**src/rtl/modsum_reduce_pipe.sv**
```systemverilog
// Pipelined modular accumulator: registered adder tree over NUM_TERMS residues, then one-stage reduction.
// Optional input range check enabled by defining MODSUM_INPUT_CHECK_EN (sticky err_out).
module modsum_reduce_pipe #(
    parameter int unsigned MODULUS     = 65521,
    parameter int unsigned MODBITWIDTH = 16,
    parameter int unsigned NUM_TERMS   = 8
) (
    input  logic                             clk,
    input  logic                             reset,
    input  logic                             in_valid,
    output logic                             in_ready,
    input  logic [NUM_TERMS*MODBITWIDTH-1:0] terms_in,
    output logic                             out_valid,
    input  logic                             out_ready,
    output logic [MODBITWIDTH-1:0]           value_out,
    output logic                             err_out
);

    localparam int unsigned LEVELS = $clog2(NUM_TERMS);
    localparam int unsigned SW     = MODBITWIDTH + LEVELS;

    function automatic int unsigned lvl_cnt(input int unsigned l);
        return (NUM_TERMS + (32'd1 << l) - 32'd1) >> l;
    endfunction

    function automatic int unsigned lvl_off(input int unsigned l);
        int unsigned o;
        o = 0;
        for (int unsigned i = 0; i < l; i++) o += lvl_cnt(i);
        return o;
    endfunction

    function automatic logic [SW:0] kmod(input int unsigned k);
        return (SW+1)'(64'(k) * 64'(MODULUS));
    endfunction

    // Table covers sums of unreduced terms, so the result stays < MODULUS for any input.
    localparam longint unsigned SUM_BOUND = 64'(NUM_TERMS) << MODBITWIDTH;
    localparam int unsigned KMAX  = int'((SUM_BOUND + 64'(MODULUS) - 64'd1) / 64'(MODULUS));
    localparam int unsigned NODES = lvl_off(LEVELS + 1);
    localparam int unsigned ROOT  = NODES - 1;

    logic [SW-1:0]          node_q [NODES];
    logic [SW-1:0]          node_d [NODES];
    logic [LEVELS:0]        vld_q, vld_d;
    logic                   out_valid_q, out_valid_d;
    logic [MODBITWIDTH-1:0] value_q, value_d;
    logic [SW:0]            sum_ext;
    logic                   stall;

    assign stall     = out_valid_q & ~out_ready;
    assign in_ready  = ~stall;
    assign out_valid = out_valid_q;
    assign value_out = value_q;

    // All tree levels live in one flat node array; level l starts at lvl_off(l).
    always_comb begin
        for (int unsigned i = 0; i < NODES; i++) node_d[i] = '0;
        for (int unsigned k = 0; k < NUM_TERMS; k++) begin
            node_d[k] = in_valid ? SW'(terms_in[k*MODBITWIDTH +: MODBITWIDTH]) : '0;
        end
        for (int unsigned l = 1; l <= LEVELS; l++) begin
            for (int unsigned j = 0; j < lvl_cnt(l); j++) begin
                if (2*j + 1 < lvl_cnt(l - 1)) begin
                    node_d[lvl_off(l) + j] = node_q[lvl_off(l - 1) + 2*j]
                                           + node_q[lvl_off(l - 1) + 2*j + 1];
                end else begin
                    node_d[lvl_off(l) + j] = node_q[lvl_off(l - 1) + 2*j];
                end
            end
        end
        vld_d       = {vld_q[LEVELS-1:0], in_valid};
        out_valid_d = vld_q[LEVELS];
    end

    assign sum_ext = {1'b0, node_q[ROOT]};

    always_comb begin
        value_d = sum_ext[MODBITWIDTH-1:0];
        for (int unsigned k = 1; k <= KMAX; k++) begin
            if (sum_ext >= kmod(k)) value_d = MODBITWIDTH'(sum_ext - kmod(k));
        end
    end

    always_ff @(posedge clk or posedge reset) begin
        if (reset) begin
            for (int unsigned i = 0; i < NODES; i++) node_q[i] <= '0;
            vld_q       <= '0;
            out_valid_q <= 1'b0;
            value_q     <= '0;
        end else if (!stall) begin
            node_q      <= node_d;
            vld_q       <= vld_d;
            out_valid_q <= out_valid_d;
            value_q     <= value_d;
        end
    end

`ifdef MODSUM_INPUT_CHECK_EN
    logic err_q, err_d;

    always_comb begin
        err_d = err_q;
        if (in_valid && in_ready) begin
            for (int unsigned k = 0; k < NUM_TERMS; k++) begin
                if ({1'b0, terms_in[k*MODBITWIDTH +: MODBITWIDTH]} >= (MODBITWIDTH+1)'(MODULUS))
                    err_d = 1'b1;
            end
        end
    end

    always_ff @(posedge clk or posedge reset) begin
        if (reset) err_q <= 1'b0;
        else       err_q <= err_d;
    end

    assign err_out = err_q;
`else
    assign err_out = 1'b0;
`endif

endmodule

```
**config.mk**
```make
export PLATFORM = sky130hd
export DESIGN_NAME = modsum_reduce_pipe
export DESIGN_NICKNAME = d
export VERILOG_FILES = /design/src/rtl/modsum_reduce_pipe.sv
export SDC_FILE = /design/constraint.sdc
export NUM_CORES = 1
export LEC_CHECK = 0
export BUFFER_PORTS_ARGS = -buffer_cell sky130_fd_sc_hd__buf_2
export CORE_UTILIZATION = 25
export DETAILED_ROUTE_END_ITERATION = 10
export PLACE_DENSITY = 0.49
export SLEW_MARGIN = 5
export SYNTH_ARGS = -nofsm -noshare
export SYNTH_HDL_FRONTEND = slang
export SYNTH_SLANG_ARGS = --single-unit
```
**constraint.sdc**
```tcl
create_clock -name clk -period 10 [get_ports clk]
set_input_delay 0.5 -clock clk [delete_from_list [all_inputs] [get_ports clk]]
set_output_delay 0.5 -clock clk [all_outputs]
set_load 0.05 [all_outputs]
```
==> Flow_metrics.wiki <==
{| class="wikitable"
! Metric !! Value
|-
| Class of the tightest hold or removal check || input port to async pin
|-
| CTS buffer count || 37
|-
| Later-pin clock latency in the skew report || 570 ps
|-
| Synth unique cells || 90
|-
| EDFF count, synth || 0
|-
| Flip-flop cell with the highest count after synthesis || sky130_fd_sc_hd__dfrtp_1
|-
| Area share of the largest cell type after synthesis || 38.3%
|-
| Post-DP HPWL || 39700 um
|-
| Num Clock Sinks || 272
|-
| Total via count in the routed design || 15400
|-
| Initial standard-cell utilization of the core || 25.3%
|-
| Drt total wl || 54600 um
|-
| Antenna violations before repair || 0
|-
| First-pass GRT wire length || 87000 um
|-
| Met1 usage || 20.4%
|-
| Endpoint type of the worst setup path || register
|-
| Design Power || 0.00706 W
|-
| Flop2flop setup slack || 6030 ps
|-
| Required time at the endpoint of the critical path || 10500 ps
|-
| Proportion of synthesized flip-flops having asynchronous set or reset || 100%
|-
| Residual antenna-violating net count after detailed routing || 0
|-
| Clock transition at the registers of the reported paths || 60 ps
|-
| Reg2Reg Depth || 11
|-
| Iter 0 DRT Violations || 1013
|-
| Max Clk Rate || 252 MHz
|-
| Initial DRT Pass Iterations || 7
|-
| Hold Worst Slack || 108 ps
|-
| Number of setup buffers added after CTS || 0
|-
| Number of hold-repair buffers added at the cts stage || 0
|-
| Sort of element at the start of the critical path || register
|-
| Cells after DPL || 3090
|-
| Reported max-cap violation count || 0
|-
| Startpoint-to-endpoint class of the critical path || register to register
|-
| Syn Nets || 2373
|-
| Busiest layer in global routing || met2
|-
| TritonCTS clock tree || done
|-
| Number of gates resized after cts || 0
|-
| Total number of H-tree levels || 2
|-
| Placer congestion estimate || 0.895
|-
| Number of hold-slack violations in the final timing report || 0
|-
| Worst-case clock buffer depth || 3
|-
| Final Slew Violations || 0
|-
| Outcome || completed
|-
| Post-route fraction of the period consumed by the critical path || 39.7%
|-
| Total die area || 0.0722 mm^2
|-
| Share of post-route cells with drive strength above 1 || 11.8%
|-
| Max Clock Skew || 20.2 ps
|-
| Largest cells by area after synthesis || sky130_fd_sc_hd__dfrtp_1 (38%), sky130_fd_sc_hd__ha_1 (9.4%), sky130_fd_sc_hd__nand2_1 (7.8%)
|-
| DRC violation count after routing || 0
|-
| Sequential fraction of the synthesis area || 38.3%
|-
| Number of warnings issued by yosys || 0
|-
| Number of placement rows || 97
|-
| Power per cell area || 346 mW/mm^2
|-
| Pin count of the biggest net entering global routing || 153
|-
| Nets@finish || 2462
|-
| Drt wl/cell || 17.3 um
|-
| I/O pin total || 151
|-
| Via count of the first global-routing pass || 15400
|-
| Die width || 269 um
|-
| Synth area leader || sky130_fd_sc_hd__dfrtp_1
|-
| Period minus WS final || 3970 ps
|-
| Remaining global-route overflow || 0
|-
| Antenna diode count || 0
|-
| Count of state elements after synthesis || 272
|-
| Global routing usage on met3 || 2.35%
|-
| Area inside the core boundary || 0.0703 mm^2
|-
| Library cell used as clock root buffer || sky130_fd_sc_hd__clkbuf_16
|-
| Synthesized instance count || 2100
|-
| Post-layout instance count excluding filler cells || 3154
|-
| Via density per instance || 4.87
|-
| Area overhead of the layout relative to synthesis || 14.9%
|-
| Cell area after placement || 0.0192 mm^2
|-
| Max-slew headroom || 33.5%
|-
| Global Route met2 Usage || 25.1%
|-
| Final std cell area, no fill || 0.0204 mm^2
|-
| Worst endpoint data arrival time || 4460 ps
|-
| Unrepaired setup endpoints after global routing || false
|-
| Syn_area_per_cell || 8.47 um^2
|-
| Port Buf Inserts || 149
|-
| Worst R2R Start || node_q[3]
|-
| Crit path from || node_q[3]
|-
| Total Routing Usage GR || 15.3%
|-
| Capture point of the worst reg-to-reg path || value_out[3]
|-
| Maximum fanout encountered on the critical timing path || 12
|-
| Total negative setup slack || 0 ps
|-
| Worst-margin pin slew || 985 ps
|-
| Die Y-Extent || 269 um
|-
| Post-Syn Area || 0.0178 mm^2
|-
| Leak Pwr || 9.38 nW
|-
| Worst ir drop on vdd || 0.112 mV
|-
| Total setup violations reported at the end of the flow || 0
|}
-- layer usage --
metal,wire [um],vias to the layer above
met5,0,-
met1,25400,7288
met2,25200,363
met3,2510,92
met4,1490,0
li1,-,7616
-- report_power, final --
part           total (W)  internal, W  switching [W]
Combinational    0.00380      0.00146        0.00234
Clock            0.00132     0.000781       0.000538
Sequential       0.00195      0.00152       0.000423
Total            0.00706      0.00376        0.00330
-- through the flow --
stage / utilization [%] / worst slack (ps)
floorplan: - / 2000
global placement: 27.4 / 6120
detailed placement: 27.4 / 6100
CTS: 29.1 / 6060
global route: 29.1 / 5780
finish: 29.1 / 6030
-- cell usage in the layout, fill, tap and decap left out, types with 45 or more instances in the layout --
master	instances
sky130_fd_sc_hd__buf_2	148
sky130_fd_sc_hd__nand2_1	372
sky130_fd_sc_hd__o21ai_0	129
sky130_fd_sc_hd__inv_1	54
sky130_fd_sc_hd__xor2_1	66
sky130_fd_sc_hd__nor2_1	152
sky130_fd_sc_hd__xnor2_1	48
sky130_fd_sc_hd__a21oi_1	175
sky130_fd_sc_hd__nor3_1	45
sky130_fd_sc_hd__dfrtp_1	272
sky130_fd_sc_hd__ha_1	134
sky130_fd_sc_hd__nand3_1	168
-- worst max-delay path: stages (launching register included) --
cell and delay (ps):
sky130_fd_sc_hd__dfrtp_1 530, sky130_fd_sc_hd__inv_1 410, sky130_fd_sc_hd__ha_1 370, sky130_fd_sc_hd__nand3_1 130
sky130_fd_sc_hd__or4b_1 520, sky130_fd_sc_hd__o211ai_1 180, sky130_fd_sc_hd__and2_1 500, sky130_fd_sc_hd__nor2_1 220
sky130_fd_sc_hd__a221oi_1 390, sky130_fd_sc_hd__a41oi_1 80, sky130_fd_sc_hd__nor4_1 390, sky130_fd_sc_hd__o22a_1 200
-- layout make-up --
type | instances | area [um^2]
clock buffer | 51 | 1030
clock inverter | 13 | 180
multi-input combinational | 1654 | 10100
timing repair buffer | 165 | 881
inverter | 59 | 236
fill | 7534 | 49800
sequential | 272 | 6810
tap | 940 | 1180
-- state kept, by name (all words and copies together) (netlist names) --
name / cells
out_valid: 1
value_out: 16
node_q: 251
vld_q: 4
-- cell usage after synthesis (8+ instances only) --
| library cell | instances |
|---|---|
| sky130_fd_sc_hd__xor2_1 | 66 |
| sky130_fd_sc_hd__nor2b_1 | 20 |
| sky130_fd_sc_hd__or2_2 | 9 |
| sky130_fd_sc_hd__a31oi_1 | 22 |
| sky130_fd_sc_hd__a2111oi_0 | 8 |
| sky130_fd_sc_hd__o21bai_1 | 9 |
| sky130_fd_sc_hd__nand4b_1 | 10 |
| sky130_fd_sc_hd__a221oi_1 | 8 |
| sky130_fd_sc_hd__o31ai_1 | 12 |
| sky130_fd_sc_hd__dfrtp_1 | 272 |
| sky130_fd_sc_hd__or3_1 | 16 |
| sky130_fd_sc_hd__and2_1 | 9 |
| sky130_fd_sc_hd__nor2_1 | 152 |
| sky130_fd_sc_hd__xnor2_1 | 48 |
| sky130_fd_sc_hd__o211ai_1 | 13 |
| sky130_fd_sc_hd__inv_1 | 55 |
| sky130_fd_sc_hd__clkbuf_8 | 16 |
| sky130_fd_sc_hd__o21a_1 | 17 |
| sky130_fd_sc_hd__nand2b_1 | 18 |
| sky130_fd_sc_hd__o22ai_1 | 9 |
| sky130_fd_sc_hd__nand2_1 | 372 |
| sky130_fd_sc_hd__a211oi_1 | 30 |
| sky130_fd_sc_hd__nand3_1 | 168 |
| sky130_fd_sc_hd__a21o_1 | 17 |
| sky130_fd_sc_hd__a21oi_1 | 176 |
| sky130_fd_sc_hd__nand4_1 | 11 |
| sky130_fd_sc_hd__clkbuf_1 | 77 |
| sky130_fd_sc_hd__ha_1 | 134 |
| sky130_fd_sc_hd__o21ai_0 | 129 |
| sky130_fd_sc_hd__nor3_1 | 45 |
| sky130_fd_sc_hd__and3_1 | 14 |
| sky130_fd_sc_hd__buf_1 | 9 |
-- cells by family (layout without fill, tap and decap cells) --
logic type / count (synthesis) / in the layout / share of synthesized area, %
AO/OA/AOI/OAI: 522 / 522 / 18.5
XOR/XNOR: 114 / 114 / 5.61
adder cells (fa/ha/maj): 141 / 141 / 10.2
buffers and inverters: 174 / 288 / 4.87
flip-flops: 272 / 272 / 38.3
multiplexers: 1 / 1 / 0.0633
other: 1 / 1 / 0.0211
AND/OR/NAND/NOR: 875 / 875 / 22.4
-- worst max path at each step --
stage                    to
2_1_floorplan     node_q[0]
3_3_place_gp   value_out[3]
3_5_place_dp   value_out[3]
4_1_cts        value_out[3]
5_1_grt        value_out[3]
6_report       value_out[3]
(Power assumes the default switching activity.)
